## src/rtl/plic_axil_ctrl.sv

```systemverilog
// AXI4-Lite slave bridging a PLIC register file.
// One regfile access in flight; claim/complete pulses per target.
module plic_axil_ctrl #(
    parameter int          ADDR_BITS = 32,
    parameter int          DATA_BITS = 32,
    parameter logic [31:0] BASE      = 32'h1000_0000,
    parameter int          TARGETS   = 1
) (
    input  logic                   clk,
    input  logic                   rstn,
    input  logic                   awvalid,
    output logic                   awready,
    input  logic [ADDR_BITS-1:0]   awaddr,
    input  logic                   wvalid,
    output logic                   wready,
    input  logic [DATA_BITS-1:0]   wdata,
    input  logic [DATA_BITS/8-1:0] wstrb,
    output logic                   bvalid,
    input  logic                   bready,
    output logic [1:0]             bresp,
    input  logic                   arvalid,
    output logic                   arready,
    input  logic [ADDR_BITS-1:0]   araddr,
    output logic                   rvalid,
    input  logic                   rready,
    output logic [DATA_BITS-1:0]   rdata,
    output logic [1:0]             rresp,
    output logic [ADDR_BITS-1:0]   rf_addr,
    output logic [DATA_BITS-1:0]   rf_wdata,
    output logic [DATA_BITS/8-1:0] rf_wen,
    input  logic [DATA_BITS-1:0]   rf_rdata,
    input  logic                   rf_r_overflow,
    input  logic                   rf_w_overflow,
    output logic [TARGETS-1:0]     claim,
    output logic [TARGETS-1:0]     complete
);

    typedef enum logic [2:0] {
        IDLE,
        ACC_W,
        ACC_R,
        BRESP,
        RRESP
    } state_t;

    localparam logic [ADDR_BITS-1:0] BASE_A = ADDR_BITS'(BASE);
    localparam logic [1:0] OKAY   = 2'b00;
    localparam logic [1:0] SLVERR = 2'b10;

    state_t                 state_q, state_d;
    logic                   last_w_q, last_w_d;
    logic                   up_q, up_d;
    logic [ADDR_BITS-1:0]   addr_q, addr_d;
    logic [DATA_BITS-1:0]   data_q, data_d;
    logic [DATA_BITS/8-1:0] strb_q, strb_d;
    logic [DATA_BITS-1:0]   rdata_q, rdata_d;
    logic [1:0]             resp_q, resp_d;

    logic                 w_cand;
    logic                 r_cand;
    logic                 gnt_w;
    logic                 gnt_r;
    logic                 misalign;
    logic                 w_err;
    logic                 r_err;
    logic [ADDR_BITS-1:0] off;

    assign w_cand   = awvalid && wvalid;
    assign r_cand   = arvalid;
    assign misalign = (addr_q[1:0] != 2'b00);
    assign w_err    = rf_w_overflow || misalign;
    assign r_err    = rf_r_overflow || misalign;
    assign off      = addr_q - BASE_A;

    assign rf_addr  = addr_q;
    assign rf_wdata = data_q;
    assign rdata    = rdata_q;
    assign bvalid   = (state_q == BRESP);
    assign rvalid   = (state_q == RRESP);
    assign bresp    = (state_q == BRESP) ? resp_q : OKAY;
    assign rresp    = (state_q == RRESP) ? resp_q : OKAY;

    // State and capture registers; up_q holds off grants for the first cycle out of reset
    always_ff @(posedge clk or negedge rstn) begin
        if (!rstn) begin
            state_q  <= IDLE;
            last_w_q <= 1'b1;
            up_q     <= 1'b0;
            addr_q   <= '0;
            data_q   <= '0;
            strb_q   <= '0;
            rdata_q  <= '0;
            resp_q   <= OKAY;
        end else begin
            state_q  <= state_d;
            last_w_q <= last_w_d;
            up_q     <= up_d;
            addr_q   <= addr_d;
            data_q   <= data_d;
            strb_q   <= strb_d;
            rdata_q  <= rdata_d;
            resp_q   <= resp_d;
        end
    end

    // Round-robin grant: with both candidates, serve the type not served last
    always_comb begin
        gnt_w = 1'b0;
        gnt_r = 1'b0;
        if (state_q == IDLE && up_q) begin
            if (w_cand && r_cand) begin
                gnt_r = last_w_q;
                gnt_w = !last_w_q;
            end else begin
                gnt_w = w_cand;
                gnt_r = r_cand;
            end
        end
    end

    // Next-state, handshakes and regfile access
    always_comb begin
        state_d  = state_q;
        last_w_d = last_w_q;
        up_d     = 1'b1;
        addr_d   = addr_q;
        data_d   = data_q;
        strb_d   = strb_q;
        rdata_d  = rdata_q;
        resp_d   = resp_q;
        awready  = 1'b0;
        wready   = 1'b0;
        arready  = 1'b0;
        rf_wen   = '0;
        unique case (state_q)
            IDLE: begin
                if (gnt_w) begin
                    awready  = 1'b1;
                    wready   = 1'b1;
                    addr_d   = awaddr;
                    data_d   = wdata;
                    strb_d   = wstrb;
                    last_w_d = 1'b1;
                    state_d  = ACC_W;
                end else if (gnt_r) begin
                    arready  = 1'b1;
                    addr_d   = araddr;
                    last_w_d = 1'b0;
                    state_d  = ACC_R;
                end
            end
            ACC_W: begin
                rf_wen  = w_err ? '0 : strb_q;
                resp_d  = w_err ? SLVERR : OKAY;
                state_d = BRESP;
            end
            ACC_R: begin
                rdata_d = r_err ? '0 : rf_rdata;
                resp_d  = r_err ? SLVERR : OKAY;
                state_d = RRESP;
            end
            BRESP: begin
                if (bready) state_d = IDLE;
            end
            RRESP: begin
                if (rready) state_d = IDLE;
            end
            default: state_d = IDLE;
        endcase
    end

    // Claim/complete decode of per-target claim/complete registers
    always_comb begin
        claim    = '0;
        complete = '0;
        for (int t = 0; t < TARGETS; t++) begin
            if (off == ADDR_BITS'(32'h0020_0004 + 32'h1000 * 32'(t))) begin
                claim[t]    = (state_q == ACC_R) && !r_err;
                complete[t] = (state_q == ACC_W) && !w_err && (strb_q != '0);
            end
        end
    end

endmodule

```

## config.mk

```make
export PLATFORM = sky130hd
export DESIGN_NAME = plic_axil_ctrl
export DESIGN_NICKNAME = d
export VERILOG_FILES = /design/src/rtl/plic_axil_ctrl.sv
export SDC_FILE = /design/constraint.sdc
export NUM_CORES = 1
export LEC_CHECK = 0
export ABC_AREA = 1
export BUFFER_PORTS_ARGS = -buffer_cell sky130_fd_sc_hd__buf_2
export CORE_MARGIN = 5
export CORE_UTILIZATION = 45
export DETAILED_ROUTE_END_ITERATION = 10
export PLACE_DENSITY = 0.8
export SETUP_SLACK_MARGIN = 0.4
export SLEW_MARGIN = 25
export SYNTH_ARGS = -nofsm -noshare
export SYNTH_HDL_FRONTEND = slang
export SYNTH_SLANG_ARGS = --single-unit
```

## constraint.sdc

```tcl
create_clock -name clk -period 1.9 [get_ports clk]
set_input_delay 0.285 -clock clk [delete_from_list [all_inputs] [get_ports clk]]
set_output_delay 0.285 -clock clk [all_outputs]
set_load 0.005 [all_outputs]
```

==> impl_results.md <==
- Status: complete, but fails checks
- Failing checks: setup timing
- Die Wd: 113 um
- Final setup vio count: 2
- Critical path cell sequence: nor2_4 -> nand4_1 -> nor2_2 -> nand2_2 -> nor2_2 -> buf_2
- Distinct cells, synth: 23
- Yosys reg bits: about 110
- Total GRT Usage: 0.260
- Worst path depth: 6
- Worst hold path type: input pin to flip-flop
- Commonest non-fill, non-tap cell in the layout: buf_2
- Post-synthesis mux area share: 0
- Row count: 37
- Final Hold Fails: 0
- Total CTS buffers: 9
- Root Buffer: clkbuf_8
- Port Buffers: between 200 and 250
- Initial antenna violation count: 2
- Largest fanout on the critical path: 3
- Post-Synthesis Cells: between 500 and 600
- Fillers: 579
- Max Cap Viol: 0
- Final setup margin: -0.0243 ns
- First-pass DRT Iterations: 5
- Routed WL: 20.2 mm
- Slew Viols, Final: 0
- Crit-path most repeated cell: nor2_2
- VDD IR-drop max: around 0.75 mV
- Layout net count: ~1000
- First-pass GRT wire length: 26.0 mm
- Clock Latency Late Sink: ~0.37 ns
- Reg-to-Reg Start: state_q[1]
- Worst slack, placed: 0.243 ns
- Drt first-iter violations: 560
- H-tree depth: 3
- Minimum clock period: 1.92 ns
- Slack of the worst reg-to-reg path: about 0.07 ns
- Synth Area in Simple Gates: 0.268
- YS warnings: 0
- Most frequent cells in the layout: buf_2 (244), nand2_1 (109), dfrtp_1 (103)
- Layer with the highest usage: met2
- Vias in the first global route: slightly above 5000
- DRC: 0
- CP endpoint: complete
- Hold Slack: 0.106 ns
- Mapped cell area: ~4800 sq um
- Dpl hpwl: approximately 10 mm
- Crit-path leading delay family: simple AND/OR/NAND/NOR gates
- Wire per inst: between 15 and 20 um
- Post-Synth XOR/XNOR Area: 0
- Post-synthesis compound-gate area fraction: 0.0701
- Post-layout util: 0.828
- Largest stage delay on the critical path: 0.43 ns
- Req. time, crit path: between 1.5 and 2 ns
- GRT met1 Usage: 0.318
- Setup crit end kind: output pin
- Die H: roughly 110 um
- Critical Path AT: ~1.6 ns
- Crit. Startpoint: rf_addr[1]
- Main combinational cell family by area after synthesis: simple AND/OR/NAND/NOR gates
- GRT Residual Overflow: 0
- Register area share after synthesis: 0.553
- Grt met3 use: 0.0658
- Skew final: ~0.013 ns
- Core area: 10400 sq um
- Part of the cycle the worst path needs: 1.01
- Largest net degree at the start of global routing: 39
- DR vias/cell: roughly 5.3
- Clock sink count: between 100 and 150
- Post-route ant nets: 0
- Area delta synth->final: 79.0%
- Power Dens Cells: approximately 1200 nW/um^2
- CTS tree: built
- Startpoint types: flip-flop
- Syn Area/Cell: 8.13 sq um
- Buf+Inv Stages, Crit Path: 1
- Clk buf depth: 2
- CP max-delay cell: dfrtp_1
- Crit path kind: flip-flop to output pin
- Die footprint: approximately 13000 sq um
- Critical R2R Capture: rf_wdata[6]
- Clock Pin Slew Worst Setup and Hold Paths: between 0.1 and 0.15 ns
- Layout cells sized above 1: 0.600
- Area share of fa/ha/maj cells after synthesis: 0
- Met2 usage: 0.438
- Leak: around 5 nW
- DR vias: about 5400
- RSZ-0062 raised after global routing: true
- Peak Freq: ~520 MHz
- Ports: 252
- R2R cell count: 10
- GPL Wtd Cong: between 0.8 and 0.9
- Starting density of the core: 0.463
## worst min-delay path: stages
cell	delay, ns
buf_2	0.07
nand2_1	0.04
nand2_1	0.05
## metal layers
layer,share of wire,wire [um]
met5,0.00035,7
met4,0.055,1120
met3,0.076,1540
met2,0.51,10300
met1,0.36,7230
## Yosys cell counts (all sizes together)
cell type    n  area [sq um]
nand2      245           922
dfrtp      105          2630
inv         89           334
nand3       37           190
a22o        32           280
nor2        32           133
buf         25           163
o21ai        9          48.8
clkbuf       5          18.8
nand4        4          25.0
conb         2          7.51
nor3         2          10.0
a21boi       1          7.51
dfstp        1          26.3
nor4         1          6.26
## cells by family after synthesis
family	Yosys count
other	2
flip-flops	106
AO/OA/AOI/OAI	42
AND/OR/NAND/NOR	321
buffers and inverters	119
## area by class of cell
cell class | instances | area [sq um] | area share
tap | 136 | 170 | 0.0198
timing repair buffer | 314 | 2440 | 0.285
antenna | 1 | 2.50 | 0.000291
sequential | 106 | 2660 | 0.309
clock inverter | 6 | 95.1 | 0.0111
inverter | 89 | 373 | 0.0434
clock buffer | 10 | 138 | 0.0160
multi-input combinational | 366 | 2700 | 0.314
timing repair inverter | 1 | 16.3 | 0.00189
## worst min-delay path by stage
stage	from	endpoint	cells after the start
2_1_floorplan	rstn	rdata[0]	0
3_3_place_gp	rstn	rf_addr[29]	1
3_5_place_dp	rstn	rf_addr[25]	1
4_1_cts	wdata[30]	rf_wdata[30]	3
5_1_grt	wdata[30]	rf_wdata[30]	3
6_report	wdata[30]	rf_wdata[30]	3
## sequential cells by signal (all words and copies together) (netlist names)
name / cells
strb_q: 4
rdata: 32
rf_wdata: 32
state_q: 3
resp_q: 1
up_q: 1
rf_addr: 32
last_w_q: 1
## where the power goes
part	internal, mW	switching, mW	total, mW
registers	3.13	0.764	3.89
clock network	0.793	0.793	1.59
logic	2.31	2.54	4.85
## per-stage QoR
stage	power [mW]	TNS [ns]	cell area [sq um]	cells
3_3_place_gp	6.60	0	6190	958
3_5_place_dp	6.69	0	6190	958
5_1_grt	10.9	-0.155	8590	1029
2_1_floorplan	5.23	0	4800	591
4_1_cts	9.13	0	7640	1012
6_report	10.3	-0.0452	8590	1029
## repair_timing
item / in CTS / in global routing
hold endpoints to repair: 32 / 0
endpoints found under the setup margin: 103 / 117
setup buffers: 20 / 11
cloned: 17 / 5
pin swaps: 57 / 90
hold buffers: 1 / 0
gates resized for setup: 154 / 202
Power figures use the tool's default switching activity.
